--- src/rtl/logic_unit_n_bits.sv ---
// Registered N-bit bitwise logic unit (AND/OR/XOR/NAND) with a pair mode and a
// fold mode that reduces a packet of up to MAX_BEATS operands into one result.
module logic_unit_n_bits #(
  parameter int WIDTH     = 8,
  parameter int MAX_BEATS = 4,
  parameter int CNT_W     = $clog2(MAX_BEATS + 1)
) (
  input  logic             clk,
  input  logic             rst,
  input  logic             in_valid,
  output logic             in_ready,
  input  logic [WIDTH-1:0] A,
  input  logic [WIDTH-1:0] B,
  input  logic [1:0]       op,
  input  logic             mode,
  input  logic             last,
  output logic [WIDTH-1:0] X,
  output logic             out_valid,
  output logic             red_and,
  output logic             red_or,
  output logic [CNT_W-1:0] beats,
  output logic             ovf
);

  typedef enum logic [1:0] {
    IDLE = 2'd0,
    FOLD = 2'd1,
    EMIT = 2'd2
  } state_t;

  localparam logic [1:0] OP_AND  = 2'b00;
  localparam logic [1:0] OP_OR   = 2'b01;
  localparam logic [1:0] OP_XOR  = 2'b10;

  state_t           r_state;
  logic [WIDTH-1:0] r_acc;
  logic [CNT_W-1:0] r_cnt;
  logic [1:0]       r_op;
  logic [WIDTH-1:0] r_x;
  logic             r_red_and;
  logic             r_red_or;
  logic [CNT_W-1:0] r_beats;
  logic             r_ovf;
  logic             r_out_valid;

  logic             w_accept;
  logic [1:0]       w_op;
  logic [WIDTH-1:0] w_lhs;
  logic [WIDTH-1:0] w_rhs;
  logic [WIDTH-1:0] w_res;
  logic [CNT_W-1:0] w_cnt_next;
  logic             w_fold_done;

  // The first beat of a packet uses the live op and A/B; later beats fold A into
  // the accumulator with the op captured on that first beat.
  assign w_op  = (r_state == IDLE) ? op : r_op;
  assign w_lhs = (r_state == IDLE) ? A  : r_acc;
  assign w_rhs = (r_state == IDLE) ? B  : A;

  generate
    for (genvar gi = 0; gi < WIDTH; gi++) begin : g_slice
      assign w_res[gi] = (w_op == OP_AND) ?  (w_lhs[gi] & w_rhs[gi]) :
                         (w_op == OP_OR)  ?  (w_lhs[gi] | w_rhs[gi]) :
                         (w_op == OP_XOR) ?  (w_lhs[gi] ^ w_rhs[gi]) :
                                            ~(w_lhs[gi] & w_rhs[gi]);
    end
  endgenerate

  assign in_ready    = !rst && (r_state != EMIT);
  assign w_accept    = in_valid && in_ready;
  assign w_cnt_next  = r_cnt + CNT_W'(1);
  assign w_fold_done = last || (w_cnt_next == CNT_W'(MAX_BEATS));

  always_ff @(posedge clk) begin
    if (rst) begin
      r_state     <= IDLE;
      r_acc       <= '0;
      r_cnt       <= '0;
      r_op        <= OP_AND;
      r_x         <= '0;
      r_red_and   <= 1'b0;
      r_red_or    <= 1'b0;
      r_beats     <= '0;
      r_ovf       <= 1'b0;
      r_out_valid <= 1'b0;
    end else begin
      r_out_valid <= 1'b0;
      case (r_state)
        IDLE: begin
          if (w_accept) begin
            if (!mode || last) begin
              r_x         <= w_res;
              r_red_and   <= &w_res;
              r_red_or    <= |w_res;
              r_beats     <= CNT_W'(1);
              r_ovf       <= 1'b0;
              r_out_valid <= 1'b1;
            end else begin
              r_acc   <= w_res;
              r_cnt   <= CNT_W'(1);
              r_op    <= op;
              r_state <= FOLD;
            end
          end
        end
        FOLD: begin
          if (w_accept) begin
            r_acc <= w_res;
            r_cnt <= w_cnt_next;
            if (w_fold_done) begin
              r_x         <= w_res;
              r_red_and   <= &w_res;
              r_red_or    <= |w_res;
              r_beats     <= w_cnt_next;
              r_ovf       <= !last;
              r_out_valid <= 1'b1;
              r_state     <= EMIT;
            end
          end
        end
        EMIT:    r_state <= IDLE;
        default: r_state <= IDLE;
      endcase
    end
  end

  assign X         = r_x;
  assign red_and   = r_red_and;
  assign red_or    = r_red_or;
  assign beats     = r_beats;
  assign ovf       = r_ovf;
  assign out_valid = r_out_valid;

endmodule

--- config.mk ---
export PLATFORM = sky130hd
export DESIGN_NAME = logic_unit_n_bits
export DESIGN_NICKNAME = d
export VERILOG_FILES = /design/src/rtl/logic_unit_n_bits.sv
export SDC_FILE = /design/constraint.sdc
export NUM_CORES = 1
export LEC_CHECK = 0
export BUFFER_PORTS_ARGS = -buffer_cell sky130_fd_sc_hd__buf_4
export CAP_MARGIN = 20
export CORE_ASPECT_RATIO = 1.75
export CORE_UTILIZATION = 39
export CTS_CLUSTER_SIZE = 20
export DETAILED_ROUTE_END_ITERATION = 6
export SYNTH_ARGS = -nofsm -noshare
export SYNTH_HDL_FRONTEND = slang
export SYNTH_SLANG_ARGS = --single-unit
--- constraint.sdc ---
create_clock -name clk -period 4.1 [get_ports clk]
set_input_delay 0 -clock clk [delete_from_list [all_inputs] [get_ports clk]]
set_output_delay 0 -clock clk [all_outputs]
set_load 0.1 [all_outputs]
== After elaboration in Yosys (flattened, before gate mapping) ==
Index checks and enable logic that the tools add are counted.

* Register bits: 30
* Latch bits: 0
* RAM bits: 0
* Bits in read-only memories: 0
* Output and inout port bits: 16
* Memories: 0

* Add/sub/neg operators: 1
* Multiply operators: 0
* Div/mod/pow operators: 0
* Magnitude comparators: 0
* Eq/ne operators: 10
* Shift operators: 0
* Muxes and demuxes: 70
* Bitwise logic cells: 33
* Reduce and logical (&&, ||, !) cells: 16

{| class="wikitable"
|+ Operator list
! kind !! number
|-
| 8-bit two-way mux || 9
|-
| 1-bit two-way mux || 40
|-
| 8-bit case mux with 2 select lines || 2
|-
| 3-bit two-way mux || 7
|-
| 3-bit case mux with 2 select lines || 2
|-
| 2-bit two-way mux || 5
|-
| 2-bit != test (second input constant) || 5
|-
| 1-bit inverter || 9
|-
| 1-bit bitwise AND || 8
|-
| 1-bit bitwise OR || 8
|-
| 1-bit case mux with 2 select lines || 4
|-
| 4-bit AND reduction || 2
|-
| 8-bit AND reduction || 1
|-
| 8-bit OR reduction || 1
|-
| 1-bit XOR || 8
|-
| 5-bit AND reduction || 1
|-
| 2-bit by 1-bit equality test with 1-bit output (second input constant) || 2
|-
| 2-bit logical NOT || 2
|-
| 2-bit case mux with 2 select lines || 1
|-
| 3-bit by 1-bit adder with 3-bit output (second input constant) || 1
|-
| 3-bit equality test (second input constant) || 1
|-
| 1-bit logical NOT || 3
|-
| 3-bit AND reduction || 1
|-
| 2-bit equality test (second input constant) || 1
|-
| 4 further kinds || 6
|}

== Depth between registers and ports, before layout ==
* Depth after elaboration: 11
* Depth in mapped cells: 10
* Gate-level depth less buffers: 9

== Worst setup path after synthesis ==
Ideal clock, no wire load.

* Path type: register to register
* From: register r_state[1]
* To: register r_red_or, in the netlist red_or
* Arrival time: 2.328 ns
* Required time: 3.964 ns
* Setup slack: 1.637 ns
* Stages on the path, launching flop included: 9
* Period minus slack after synthesis: 2.463 ns
* Cells stage by stage: dfxtp_1 nor2_4 clkbuf_1 mux2_2 ha_1 a211oi_2 a211oi_4 nor4_1 a311oi_1

* Word-level cells in the longest chain between the ends: 11

{| class="wikitable"
|+ RTL lines
! element !! line !! RTL
|-
| from (decl) || 35 || <nowiki>state_t r_state;</nowiki>
|-
| from (signal assigned) || 76 || <nowiki>r_state <= IDLE;</nowiki>
|-
| from (signal assigned) || 102 || <nowiki>r_state <= FOLD;</nowiki>
|-
| from (signal assigned) || 117 || <nowiki>r_state <= EMIT;</nowiki>
|-
| 2-bit logical NOT || - ||
|-
| 8-bit two-way mux (on tied branches) || 57, 58 ||
|-
| 1-bit bitwise AND || 62, 65 ||
|-
| 1-bit inverter || 65 || <nowiki>~(w_lhs[gi] & w_rhs[gi]);</nowiki>
|-
| 1-bit two-way mux || 64 || <nowiki>(w_op == OP_XOR) ? (w_lhs[gi] ^ w_rhs[gi]) :</nowiki>
|-
| 1-bit two-way mux || 63 || <nowiki>(w_op == OP_OR) ? (w_lhs[gi] | w_rhs[gi]) :</nowiki>
|-
| 1-bit two-way mux || 62 || <nowiki>assign w_res[gi] = (w_op == OP_AND) ? (w_lhs[gi] & w_rhs[gi]) :</nowiki>
|-
| 8-bit OR reduction || 94, 113 ||
|-
| 1-bit two-way mux (on tied branches) || 110, 91 ||
|-
| 1-bit two-way mux (on tied branches) || 107, 90 ||
|-
| 1-bit case mux with 2 select lines || 88 || <nowiki>case (r_state)</nowiki>
|-
| to (signal assigned) || 94 || <nowiki>r_red_or <= |w_res;</nowiki>
|-
| to (signal assigned) || 113 || <nowiki>r_red_or <= |w_res;</nowiki>
|-
| to (decl) || 41 || <nowiki>logic r_red_or;</nowiki>
|}

Parallel ways exist; a longest one is shown, timed or not. The select of a mux whose other input is x is not followed.
A chain may end at the register's enable or synchronous reset.

== Worst setup path in the final report ==
Ends and elaborated chain as after synthesis.

==> metrics.txt <==
GRT busiest layer=met2; P_int=0.553 mW; crit path to=red_or; routability cong.=0.747; Resized cells post-CTS=0; Critical path origin=r_state[1]; # DRC=0; Hold Crit Class=in2reg; post-synthesis register bit count=30; YS warnings=0; final hold slack=0.0558 ns; Final WS setup=1.39 ns; final setup fails=0; period utilisation layout=66.1%; maximum clock insertion buffer count=2; first-pass GRT wire length=8.23 mm; fin. max-slew vios=0; power density cells=332 mW/mm^2; antenna violations before repair=0; Port Buffers=38; Sw Ratio=36.2%; CTS tree=yes; # fillers=554; Initial Util=41.0%; Post-Syn Instances=238; Net count, final=316; initial DRC count=45; cells on worst reg2reg path=7; largest net degree at the start of global routing=31; Top FF cell, synth=dfxtp_1; min cycle time layout=2.71 ns; Synth Area per Inst=9.21 sq um; Place WS=1.39 ns; H-tree levels=2; Psw=0.314 mW; Synth cell types=41; die height=101 um; syn nets=279; Clock Tree Root=clkbuf_8; wire length per cell=14.0 um; clock skew=0.00601 ns; M1 GR Usage=22.0%; LEAKAGE=1.15 nW; Tot GR Track Use=18.2%; Post-synth EDFFs=0; critical path required time=4.24 ns; clk sinks=30; reg-to-reg critical path endpoint=red_or; outcome=finished clean; Async S/R FF share, synth=0%; final hold vios=0; CTS Buf Count=5; CP endpoint kind=register; Rows=35; Max rail drop VDD=0.218 mV; CP max FO=19; Skew-Pair Late Insertion Delay=0.28 ns; Die Wd=58.7 um; unrepaired setup endpoints after global routing=false; Max Fclk=0.369 GHz; r2r startpoint=r_state[1]; Synth area leader=dfxtp_1; max_cap viols=0; Fin Setup TNS=0 ns; Logic pwr share=35.0%; Least-Margin Pin Slew=0.558 ns; R2R setup slack=1.39 ns; Setup crit start kind=register; Flop pwr share=36.3%; Power Total=0.867 mW; Routed WL=4.91 mm; share of the synthesized area in the top cell type=27.4%; total number of vias=1808; Syn Std Cell Area=0.00219 sq mm; io pins=39; WP data arrival=2.85 ns; core area=0.00534 sq mm; Seq/Total Area, Yosys=27.4%; grt met2 use=32.0%; synthesis-to-layout area growth=19.4%; DP HPWL=3.63 mm; DRT Pass-1 Iters=4; Routed Antenna Nets=0; clock-pin slew on the worst setup and hold paths=0.07 ns; relative slew slack=62.7%; vias in the first global route=1689; part of the power in the clock network=28.7%; layout cells sized above 1=30.8%; Vias/cell=5.17; met3 Track Usage GR=2.81%; # diodes=0; dominant cells by area after synthesis=dfxtp_1, ha_1, mux2_2; critical path class=reg2reg; DIE AREA=0.00593 sq mm; GRT overflow=0
## worst min-delay path by stage
stage,cells after the start,endpoint,startpoint
final,4,r_state[0],last
after global routing,4,r_state[0],last
after CTS,4,r_state[0],last
after detailed placement,3,r_op[0],op[0]
after global placement,3,r_op[0],op[0]
after floorplan,2,r_op[0],op[0]
## power groups by stage
stage                     clock network [mW]  registers [mW]  logic, mW
final                                  0.249           0.315      0.304
after global routing                   0.268           0.316      0.331
after CTS                              0.258           0.315      0.307
after detailed placement                   0           0.321      0.304
after global placement                     0           0.321      0.301
after floorplan                            0           0.375      0.187
## synthesized netlist by cell type (2+ instances only)
| master | n |
|---|---|
| o21ai_0 | 8 |
| nand3b_1 | 2 |
| nor2_4 | 2 |
| inv_1 | 18 |
| a211oi_2 | 6 |
| mux2_2 | 16 |
| o211ai_1 | 2 |
| nor3b_1 | 2 |
| o21a_1 | 2 |
| a211oi_4 | 5 |
| a211o_1 | 2 |
| nand2_1 | 20 |
| nand4_1 | 2 |
| nor3b_4 | 2 |
| nor2_1 | 20 |
| ha_1 | 18 |
| buf_4 | 3 |
| a21oi_1 | 19 |
| nor4_1 | 2 |
| nor2b_1 | 2 |
| mux2i_1 | 12 |
| dfxtp_1 | 30 |
| a311oi_1 | 2 |
| o211a_1 | 5 |
| clkbuf_1 | 6 |
| buf_6 | 3 |
| nand3_1 | 13 |
## registers in the layout (all words and copies together), names as in the netlist
register	cells
X	8
r_acc	8
beats	3
r_cnt	3
r_op	2
r_state	2
out_valid	1
ovf	1
red_and	1
red_or	1
## layout by cell type (no fill, tap or decap), types with 2 or more instances in the layout
master and count:
a211oi_4 5, a211oi_2 6, nand3_1 13, o21ai_0 8, o211a_1 5, nand2_1 20, nor2_4 2, mux2i_1 12
nor3b_1 2, buf_4 40, o211ai_1 2, nor4_1 2, a21oi_1 19, nor2b_1 2, nand3b_1 2, ha_1 18
nor3b_4 2, inv_1 18, a211o_1 2, dlygate4sd3_1 2, nor2_1 20, clkbuf_8 6, dfxtp_1 30, mux2_2 16
a311oi_1 2, nand4_1 2, o21a_1 2
## layout make-up
type / instances / area (sq um) / area share [%]
flip-flops and latches: 30 / 601 / 23.0
clock inverters: 1 / 5.00 / 0.191
multi-input cells: 178 / 1440 / 55.2
inverters: 18 / 67.6 / 2.58
well taps: 74 / 92.6 / 3.54
clock buffers: 7 / 86.3 / 3.30
repair buffers: 42 / 320 / 12.2
## what timing repair did
action | 4_1_cts | 5_1_grt
hold buffers | 2 | 0
endpoints found under the setup margin | 0 | 0
buffers inserted | 0 | 0
hold endpoints to repair | 2 | 0
## through the flow
stage	cells	utilization [%]	cell area (sq um)
6_report	350	49.0	2620
5_1_grt	350	49.0	2620
4_1_cts	350	49.0	2620
3_5_place_dp	340	46.9	2500
3_3_place_gp	340	46.9	2500
2_1_floorplan	238	-	2190
## worst max-delay path, stage by stage (launching register included)
cell	delay, ns
dfxtp_1	0.46
nor2_4	0.53
mux2_2	0.41
ha_1	0.33
a211oi_2	0.27
a211oi_4	0.09
nor4_1	0.34
a311oi_1	0.14
## cells by family (layout without fill, tap and decap cells)
kind of cell,after synthesis,after routing,synth area share (%)
AND/OR/NAND/NOR,72,72,17.8
AO/OA/AOI/OAI,58,58,23.1
flip-flops,30,30,27.4
buffers and inverters,30,68,6.68
multiplexers,29,29,14.4
adder cells (fa/ha/maj),18,18,10.3
XOR/XNOR,1,1,0.400
## routing by layer
| metal | up-vias | routed length (um) |
|---|---|---|
| li1 | 915 | - |
| met1 | 857 | 2100 |
| met2 | 31 | 2600 |
| met3 | 5 | 162 |
| met4 | 0 | 48 |
| met5 | - | 0 |
Power figures use the tool's default switching activity.
